==> config.mk <==
export PLATFORM = sky130hd
export DESIGN_NAME = rr_arbiter4
export DESIGN_NICKNAME = d
export VERILOG_FILES = /design/src/rtl/rr_arbiter4.sv
export SDC_FILE = /design/constraint.sdc
export NUM_CORES = 1
export LEC_CHECK = 0
export ABC_CLOCK_PERIOD_IN_PS = 5100
export CAP_MARGIN = 5
export CORE_MARGIN = 5
export CORE_UTILIZATION = 40
export CTS_BUF_LIST = sky130_fd_sc_hd__clkbuf_8
export DETAILED_ROUTE_END_ITERATION = 8
export PLACE_DENSITY_LB_ADDON = 0.2
export REMOVE_ABC_BUFFERS = 1
export SETUP_SLACK_MARGIN = 0.05
export SLEW_MARGIN = 25
export SYNTH_ARGS = -nofsm -noshare
export SYNTH_HDL_FRONTEND = slang
export SYNTH_SLANG_ARGS = --single-unit
==> constraint.sdc <==
create_clock -name clk -period 5.1 [get_ports clk]
set_input_delay 0.51 -clock clk [delete_from_list [all_inputs] [get_ports clk]]
set_output_delay 0.51 -clock clk [all_outputs]
set_load 0.05 [all_outputs]
==> src/rtl/rr_arbiter4.sv <==
// rr_arbiter4: round-robin arbiter sharing one 4-way routed resource among four
// requesters, with a bounded hold time for an owner while others are waiting.
//
// Ports:
//   clk    in   1  clock, all state updates on the rising edge
//   reset  in   1  synchronous, active-high reset
//   req    in   4  request per requester, held high while the resource is wanted
//   gnt    out  4  one-hot grant (registered), 4'b0000 when idle
//   sel    out  2  encoded owner index for the dmux4way/mux4way select (registered)
//   busy   out  1  high whenever a grant is active (registered, equals |gnt)
//
// Parameter:
//   MAX_HOLD  maximum consecutive grant cycles for one owner while contended (>= 1)

module rr_arbiter4 #(
  parameter int unsigned MAX_HOLD = 4
) (
  input  logic       clk,
  input  logic       reset,
  input  logic [3:0] req,
  output logic [3:0] gnt,
  output logic [1:0] sel,
  output logic       busy
);

  localparam int unsigned HOLD_W = $clog2(MAX_HOLD) + 1;
  localparam logic [HOLD_W-1:0] HOLD_LAST = HOLD_W'(MAX_HOLD - 1);

  typedef enum logic {
    IDLE  = 1'b0,
    GRANT = 1'b1
  } state_t;

  state_t            state;
  logic [1:0]        ptr;
  logic [HOLD_W-1:0] hold_cnt;

  logic [3:0] cand_c;
  logic [1:0] idx_c;
  logic [1:0] win_c;
  logic       found_c;
  logic       release_c;
  logic       preempt_c;
  logic       take_c;
  logic       drop_c;

  // Winner search: candidates exclude the current owner while granted; the scan
  // runs from the highest offset down so the lowest offset from ptr wins.
  always_comb begin
    cand_c  = req;
    idx_c   = 2'd0;
    win_c   = ptr;
    found_c = 1'b0;
    if (state == GRANT) begin
      cand_c = req & ~gnt;
    end
    for (int i = 3; i >= 0; i--) begin
      idx_c = ptr + 2'(i);
      if (cand_c[idx_c]) begin
        found_c = 1'b1;
        win_c   = idx_c;
      end
    end
  end

  // Grant decisions for the coming edge.
  always_comb begin
    release_c = (state == GRANT) && !req[sel];
    preempt_c = (state == GRANT) && req[sel] && (hold_cnt == HOLD_LAST) && found_c;
    take_c    = found_c && ((state == IDLE) || release_c || preempt_c);
    drop_c    = release_c && !found_c;
  end

  // State, pointer, hold counter and registered outputs.
  always_ff @(posedge clk) begin
    if (reset) begin
      state    <= IDLE;
      ptr      <= 2'd0;
      hold_cnt <= '0;
      gnt      <= 4'b0000;
      sel      <= 2'd0;
      busy     <= 1'b0;
    end else if (take_c) begin
      state    <= GRANT;
      gnt      <= 4'b0001 << win_c;
      sel      <= win_c;
      busy     <= 1'b1;
      ptr      <= win_c + 2'd1;
      hold_cnt <= '0;
    end else if (drop_c) begin
      // sel deliberately keeps the last owner so the downstream mux stays stable.
      state <= IDLE;
      gnt   <= 4'b0000;
      busy  <= 1'b0;
    end else if ((state == GRANT) && (hold_cnt != HOLD_LAST)) begin
      hold_cnt <= hold_cnt + HOLD_W'(1);
    end
  end

endmodule

### Word-level counts from Yosys, hierarchy flattened

Index checks and enable logic that the tools add are counted.

* add/subtract/negate cells: 5
* $lt $le $gt $ge: 5
* eq/ne operators: 2
* shifts and indexed selects: 1
* mux-type cells: 23
* bitwise gates (word level): 4
* reductions and logical operators: 14

Operators with widths (count)
* $lt A2 B3 Y1 const B: 5
* $mux W4: 3
* $mux W1: 11
* $bmux W1 S2: 5
* $mux W2: 4
* $logic_and A1 B1 Y1: 7
* $add A2 B1 Y2 const B: 2
* $add A2 B2 Y2 const B: 2
* $and A4 B4 Y4: 1
* $not A4 Y4: 1
* $shl A1 B2 Y4 const A: 1
* $add A3 B1 Y3 const B: 1
* $eq A3 B2 Y1 const B: 1
* $ne A3 B2 Y1 const B: 1
* $logic_not A1 Y1: 2
* $logic_or A1 B1 Y1: 2
* $not A1 Y1: 2
* $reduce_and A2 Y1: 1
* $reduce_bool A2 Y1: 1
* $reduce_or A2 Y1: 1

* register bits: 12
* input port bits: 6
* output and inout port bits: 7
* word-level logic and storage cells: 59

### Depth between registers and ports, before layout

Gate-level depths: netlist (run 1).

* depth in word-level cells: 13
* mapped depth: 8
* depth with buffers taken out: 8

### Worst setup path before layout (run 1)

Ideal clock, no wire load.

* path type: register to register
* start point: register state
* end point: register ptr[1]
* library setup time: 0.133 ns
* arrival: 1.850 ns
* data required time: 4.967 ns
* setup slack: 3.117 ns
* stages on the path, launching flop included: 8
* path buffers: 0
* clock period less this slack: 1.983 ns
* cell sequence: dfxtp_1 -> a21boi_2 -> or3_1 -> o21ai_1 -> o32a_1 -> ha_1 -> nand2_1 -> a21oi_1

* elaborated cells between the ends (all ways): 26
* classes of those cells: add/sub (1); mux (17); bitwise (1); reduce/logical (7)

RTL lines
* from (decl): line 34 `state_t state;`
* from (signal assigned): line 77 `state <= IDLE;`
* from (signal assigned): line 84 `state <= GRANT;`
* from (signal assigned): line 92 `state <= IDLE;`
* $mux W4 (*): line 54 `if (state == GRANT) begin`
* $bmux W1 S2: line 59 `if (cand_c[idx_c]) begin`
* $mux W1 (not written as such): line 59
* $mux W2 (3 in series): line 59
* $mux W2 (*): line 59
* named net win_c[1]: line 40 `logic [1:0] win_c;`
* $add A2 B1 Y2 (*): line 88 `ptr <= win_c + 2'd1;`
* to (signal assigned): line 88
* to (decl): line 35 `logic [1:0] ptr;`

Mark *: on every way through the listed nets, which the timed path passes. The rest lies on a longest branch. The select of a mux whose other input is x is not followed.
A chain may end at the register's enable or synchronous reset.

### Worst setup path in the final report (run 1)

* start point: input port req[3]
* end point: register gnt[0]

* elaborated cells between the ends (all ways): 33
* classes of those cells: shift (1); mux (20); bitwise (1); reduce/logical (11)

RTL lines
* from (decl): line 20 `input logic [3:0] req,`
* $and A4 B4 Y4: line 55 `cand_c = req & ~gnt;`
* $mux W4 (*): line 54
* $bmux W1 S2: line 59
* $mux W1 (not written as such): line 59
* $mux W2 (3 in series): line 59
* $mux W2 (*): line 59
* named net win_c[0]: line 40
* $shl A1 B2 Y4 (*): line 85 `gnt <= 4'b0001 << win_c;`
* $mux W4 (*): line 83 `end else if (take_c) begin`
* to (signal assigned): line 85
* to (decl): line 21 `output logic [3:0] gnt,`

Marked as above.

==> flow_metrics.tcl, run 1 <==
set metrics [dict create \
    hold_class "reg -> reg" \
    path_common_cell "a21oi_1" \
    place.gp.congestion 0.724 \
    syn_inst 88 \
    rsz0062_at_grt "no" \
    diodes 0 \
    p_clk_frac 0.260 \
    clk_pin_slew_worst_paths_ps 60 \
    cts-htree-levels 1 \
    cts_root_buffer "clkbuf_8" \
    slew_headroom 0.669 \
    grt_pass1_vias 603 \
    fmax_mhz 460 \
    critPathSlowestCell "clkdlybuf4s50_1" \
    finalSetupViolations 0 \
    cap_violations 0 \
    power_density_mw_per_mm2 430 \
    cts_tree "yes" \
    antenna_found_initial 0 \
    min_path_cells 2 \
    post_cts_buffers 0 \
    synth-main-ff-cell "dfxtp_1" \
    cp.buffers_inverters 2 \
    crit_path_max_fanout 4 \
    gr-total-overflow 0 \
    start_util 0.427 \
    antenna_left 0 \
    r2r_cells 8 \
    grt_pass1_wl_um 2880 \
    netSwitchingPower_uw 162 \
    area_growth_pct 27.2 \
    drt-total-wl_um 1680 \
    drc 0 \
    fin_crit_sh 0.426 \
    status "finished clean" \
    coreArea_mm2 0.00175 \
    grt.total_usage 0.144 \
    use_met1 0.187 \
    ioPinCount 13 \
    fp.dieH_um 53.1 \
    final_cell_mix "dfxtp_1, clkdlybuf4s50_1, nor2_1, nand2_1, a21oi_1" \
    yosysSeqAreaShare 0.323 \
    hpwlAfterDp_um 1240 \
    port_buffers 12 \
    worst_ep_arrival_time_ps 2280 \
    skew_ps 0.842 \
    worst_setup_path_start_kind "input pin" \
    drv_slew 0 \
    routedWlPerCell_um 13.1 \
    syn_area_per_cell_um2 8.46 \
    ys_ff_latch 12 \
    use_met3 0.0366 \
    synthesis.area_um2 744 \
    fp.dieW_um 53.1 \
    num_rows 15 \
    critPathRequiredTime_ps 5210 \
    ys_async_sr_fraction 0 \
    yosysUniqueCellTypes 35 \
    numCtsBuffers 3 \
    path_depth 9 \
    yosys_warnings 0 \
    drive_above_1_share 0.136 \
    ir_drop_uv 203 \
    worstPathCellList "clkdlybuf4s50_1 > a21boi_1 > a21oi_1 > o21bai_1 > and3_1 > inv_2 > ha_1 > nand2_1 > a21oi_1" \
    setup.worst_path.end_class "register" \
    dr.pass1.iters 4 \
    met2_usage 0.217 \
    grt_most_used_layer "met2" \
    path_delay_family "compound AO/OA/AOI/OAI gates" \
    drtIter0Drc 15 \
    cts_num_sinks 12 \
    synth_edf_count 0 \
    internal_power_uw 245 \
    hold_violations 0 \
    clock_path_buffers 2 \
    vias 686 \
    seqPwrFrac 0.324 \
    cts-hold-fix-buffers 0 \
    vias_per_cell 5.36 \
    post_cts_resized 0 \
    p_leak_uw 0.000374 \
    dieArea_mm2 0.00282 \
    clkLatencyLatePin_ps 240 \
    crit_type "in -> reg" \
    crit_path_max_incr_delay_ps 520 \
    grt_max_degree 11 \
    final_net_count 116 \
    layout_min_cycle_time_ps 2170 \
    pwr-share-comb 0.416 \
    tightest_slew_ps 495 \
    swShare 0.398 \
    final_core_util 0.543 \
    tns_ps 0 \
]
## synthesized netlist by cell type, drive strengths merged, types with 2 or more instances
library cell  count  area share
a211oi            2       0.027
a21bo             2       0.027
a21boi            2       0.025
a21oi             9       0.066
dfxtp            12        0.32
ha                6        0.10
inv               6       0.030
nand2            10       0.054
nand2b            5       0.042
nand3             4       0.027
nor2             10       0.050
o21a              3       0.040
o21ai             3       0.025
## worst paths after layout
path | endpoint | slack, ps | startpoint
setup reg to reg | gnt[0] | 3300 | state
setup / recovery | gnt[0] | 2930 | req[3]
hold reg to reg | sel[0] | 490 | sel[0]
hold / removal | sel[0] | 490 | sel[0]
## through the flow
step | setup slack, ps | total power (uW) | area (um2) | instances | hold WS, ps
after global routing | 2830 | 435 | 947 | 128 | 525
after CTS | 2950 | 408 | 947 | 128 | 492
final | 2930 | 407 | 947 | 128 | 493
after global placement | 2730 | 299 | 892 | 124 | 480
after floorplan | 3130 | 251 | 741 | 87 | 465
after detailed placement | 2720 | 301 | 892 | 124 | 483
## layer usage
metal | up-vias | wire length [um] | part of all wire
met3 | 4 | 79 | 0.047
met4 | 0 | 26 | 0.016
met2 | 13 | 720 | 0.43
li1 | 342 | - | -
met1 | 327 | 850 | 0.51
met5 | - | 0 | 0
## worst min-delay path, delay by kind of cell (launching register included)
kind / cells / cell delay [ps]
flops: 1 / 330
simple gates: 1 / 60
compound gates: 1 / 50
## final cells by class
type | count | area [um2]
clock buffer | 4 | 55.1
fill | 172 | 798
inverter | 6 | 22.5
multi-input combinational | 69 | 478
sequential | 12 | 240
tap | 25 | 31.3
timing repair buffer | 12 | 120
## logic make-up after synthesis
family,count (synthesis),synth area share
simple gates,35,0.224
xor+xnor,1,0.0118
buf+inv,7,0.0353
fa+ha+maj,6,0.101
flops,12,0.323
mux,2,0.0437
compound gates,25,0.262
## sequential cells by signal (all words and copies together), names as in the netlist
signal	count
sel	2
hold_cnt	3
gnt	4
ptr	2
state	1
## power groups by stage
stage,Sequential [uW],Combinational (uW),Clock [uW]
6_report,132,169,106
5_1_grt,135,185,115
4_1_cts,132,169,107
3_5_place_dp,133,167,0
3_3_place_gp,133,165,0
2_1_floorplan,165,86.5,0
Power figures use the tool's default switching activity.
==> run 2, diff against run 1 <==
--- a/config.mk
+++ b/config.mk
@@ -5,7 +5,7 @@
 export SDC_FILE = /design/constraint.sdc
 export NUM_CORES = 1
 export LEC_CHECK = 0
-export ABC_CLOCK_PERIOD_IN_PS = 5100
+export ABC_CLOCK_PERIOD_IN_PS = 2050
 export CAP_MARGIN = 5
 export CORE_MARGIN = 5
 export CORE_UTILIZATION = 40
==> constraint.sdc (replaced) <==
create_clock -name clk -period 2.05 [get_ports clk]
set_input_delay 0.205 -clock clk [delete_from_list [all_inputs] [get_ports clk]]
set_output_delay 0.205 -clock clk [all_outputs]
set_load 0.05 [all_outputs]
==> run 2 against run 1 <==
Effect of this change:
- power increased by 150%
- sequential cell count unchanged
- sequential power increased by 150%
- critical path depth unchanged
- register-to-register slack got worse by 3000 ps
- worst setup slack got worse by 2700 ps
- critical path type unchanged
==> flow_metrics.tcl, run 2 (synthesized netlist as in run 1, its figures left out) <==
set metrics [dict create \
    finalSetupViolations 0 \
    worstPathCellList "clkdlybuf4s50_1 > a21bo_1 > or3_1 > o21ai_1 > o32a_1 > inv_1 > ha_1 > nand2_1 > a21oi_1" \
    largest_reg_flops 4 \
    cts-htree-levels 1 \
    antenna_found_initial 0 \
    start_util 0.427 \
    grt_pass1_vias 625 \
    fp.dieW_um 53.1 \
    ir_drop_uv 536 \
    cts_tree "yes" \
    coreArea_mm2 0.00175 \
    port_buffers 12 \
    fp.dieH_um 53.1 \
    place.gp.congestion 0.731 \
    holdWs_ps 488 \
    num_rows 15 \
    cp.buffers_inverters 2 \
    regArea_um2 240 \
    worst_ep_arrival_time_ps 1970 \
    skew_ps 0.489 \
    antenna_left 0 \
    cts-hold-fix-buffers 0 \
    drv_slew 0 \
    fin_crit_sh 0.906 \
    clkLatencyLatePin_ps 240 \
    ioPinCount 13 \
    finalInstanceArea_um2 955 \
    rsz0062_at_grt "no" \
    area_growth_pct 28.2 \
    dr.pass1.iters 4 \
    final_cell_mix "dfxtp_1, clkdlybuf4s50_1, nor2_1, nand2_1, a21oi_1" \
    regMostFlops "gnt" \
    drtIter0Drc 9 \
    clk_pin_slew_worst_paths_ps 50 \
    power_uw 1010 \
    grt.total_usage 0.143 \
    grt_pass1_wl_um 2790 \
    routedWlPerCell_um 12.6 \
    min_path_cells 2 \
    fmax_mhz 539 \
    post_cts_resized 0 \
    p_leak_uw 0.000379 \
    status "finished clean" \
    vias 674 \
    cts_num_sinks 12 \
    hold_violations 0 \
    final_net_count 117 \
    drc 0 \
    path_depth 9 \
    fillers 170 \
    post_cts_buffers 0 \
    grt_max_degree 11 \
    r2r_cells 8 \
    crit_type "in -> reg" \
    top_regs "gnt: 4 flops, hold_cnt: 3 flops" \
    vias_per_cell 5.22 \
    tightest_slew_ps 496 \
    setup.worst_path.end_class "register" \
    drive_above_1_share 0.144 \
    power_density_mw_per_mm2 1060 \
    multiInputGateArea_um2 478 \
    cap_violations 0 \
    worst_setup_path_start_kind "input pin" \
    numCtsBuffers 3 \
    path_delay_family "compound AO/OA/AOI/OAI gates" \
    layout_min_cycle_time_ps 1860 \
    hold_class "reg -> reg" \
    crit_path_max_incr_delay_ps 510 \
    dieArea_mm2 0.00282 \
    gr-total-overflow 0 \
    crit_path_max_fanout 4 \
    drt-total-wl_um 1630 \
    timing.final.ws_setup_ps 193 \
    hpwlAfterDp_um 1220 \
    critPathSlowestCell "clkdlybuf4s50_1" \
    cts_root_buffer "clkbuf_8" \
    placed_cell_area_um2 900 \
    post-place-ws_ps -43.3 \
    critPathRequiredTime_ps 2170 \
    final_core_util 0.547 \
    clock_path_buffers 2 \
    slew_headroom 0.668 \
    diodes 0 \
]
run 2: cell count changes in the layout (fill, tap and decap cells not counted):
cell   change
buf_4      +1
run 2: path summary, 6_finish.rpt:
| kind | start | end | slack, ps |
|---|---|---|---|
| setup reg to reg | state | gnt[1] | 260 |
| setup / recovery | req[2] | gnt[1] | 190 |
| hold / removal | sel[0] | sel[0] | 490 |
| hold reg to reg | sel[0] | sel[0] | 490 |
run 2: power breakdown:
part	switching [uW]	internal (uW)
sequential	50.7	276
clock	93.9	170
combinational	255	166
run 2: final cells by class:
| cell class | count | share of cell area |
|---|---|---|
| clock buffers | 4 | 0.0577 |
| inverters | 6 | 0.0236 |
| multi-input cells | 69 | 0.501 |
| flip-flops and latches | 12 | 0.252 |
| well taps | 25 | 0.0328 |
| repair buffers | 13 | 0.134 |
run 2: tightest hold or removal path, cell delays in order, from the launching register on:
cell and delay, ps:
dfxtp_1 330, nand2_1 60, a21oi_1 50
run 2: routing by layer:
layer | wire length, um | global-route usage | up-vias | part of all wire
met5 | 0 | 0 | - | 0
met1 | 795 | 0.170 | 313 | 0.49
met2 | 698 | 0.217 | 18 | 0.43
met4 | 29 | 0.0894 | 0 | 0.018
li1 | - | - | 339 | -
met3 | 106 | 0.0507 | 4 | 0.065
run 2: metrics by stage:
| stage | setup TNS [ps] | cells |
|---|---|---|
| finish | 0 | 129 |
| global route | 0 | 129 |
| CTS | 0 | 129 |
| detailed placement | -136 | 125 |
| global placement | -9.46 | 125 |
| floorplan | 0 | 87 |
==> run 3, diff against run 2 <==
--- a/config.mk
+++ b/config.mk
@@ -18,3 +18,4 @@
 export SYNTH_ARGS = -nofsm -noshare
 export SYNTH_HDL_FRONTEND = slang
 export SYNTH_SLANG_ARGS = --single-unit
+export TNS_END_PERCENT = 1
==> results of run 3 <==
The final DEF is identical to that of run 2; final timing and power are the same.
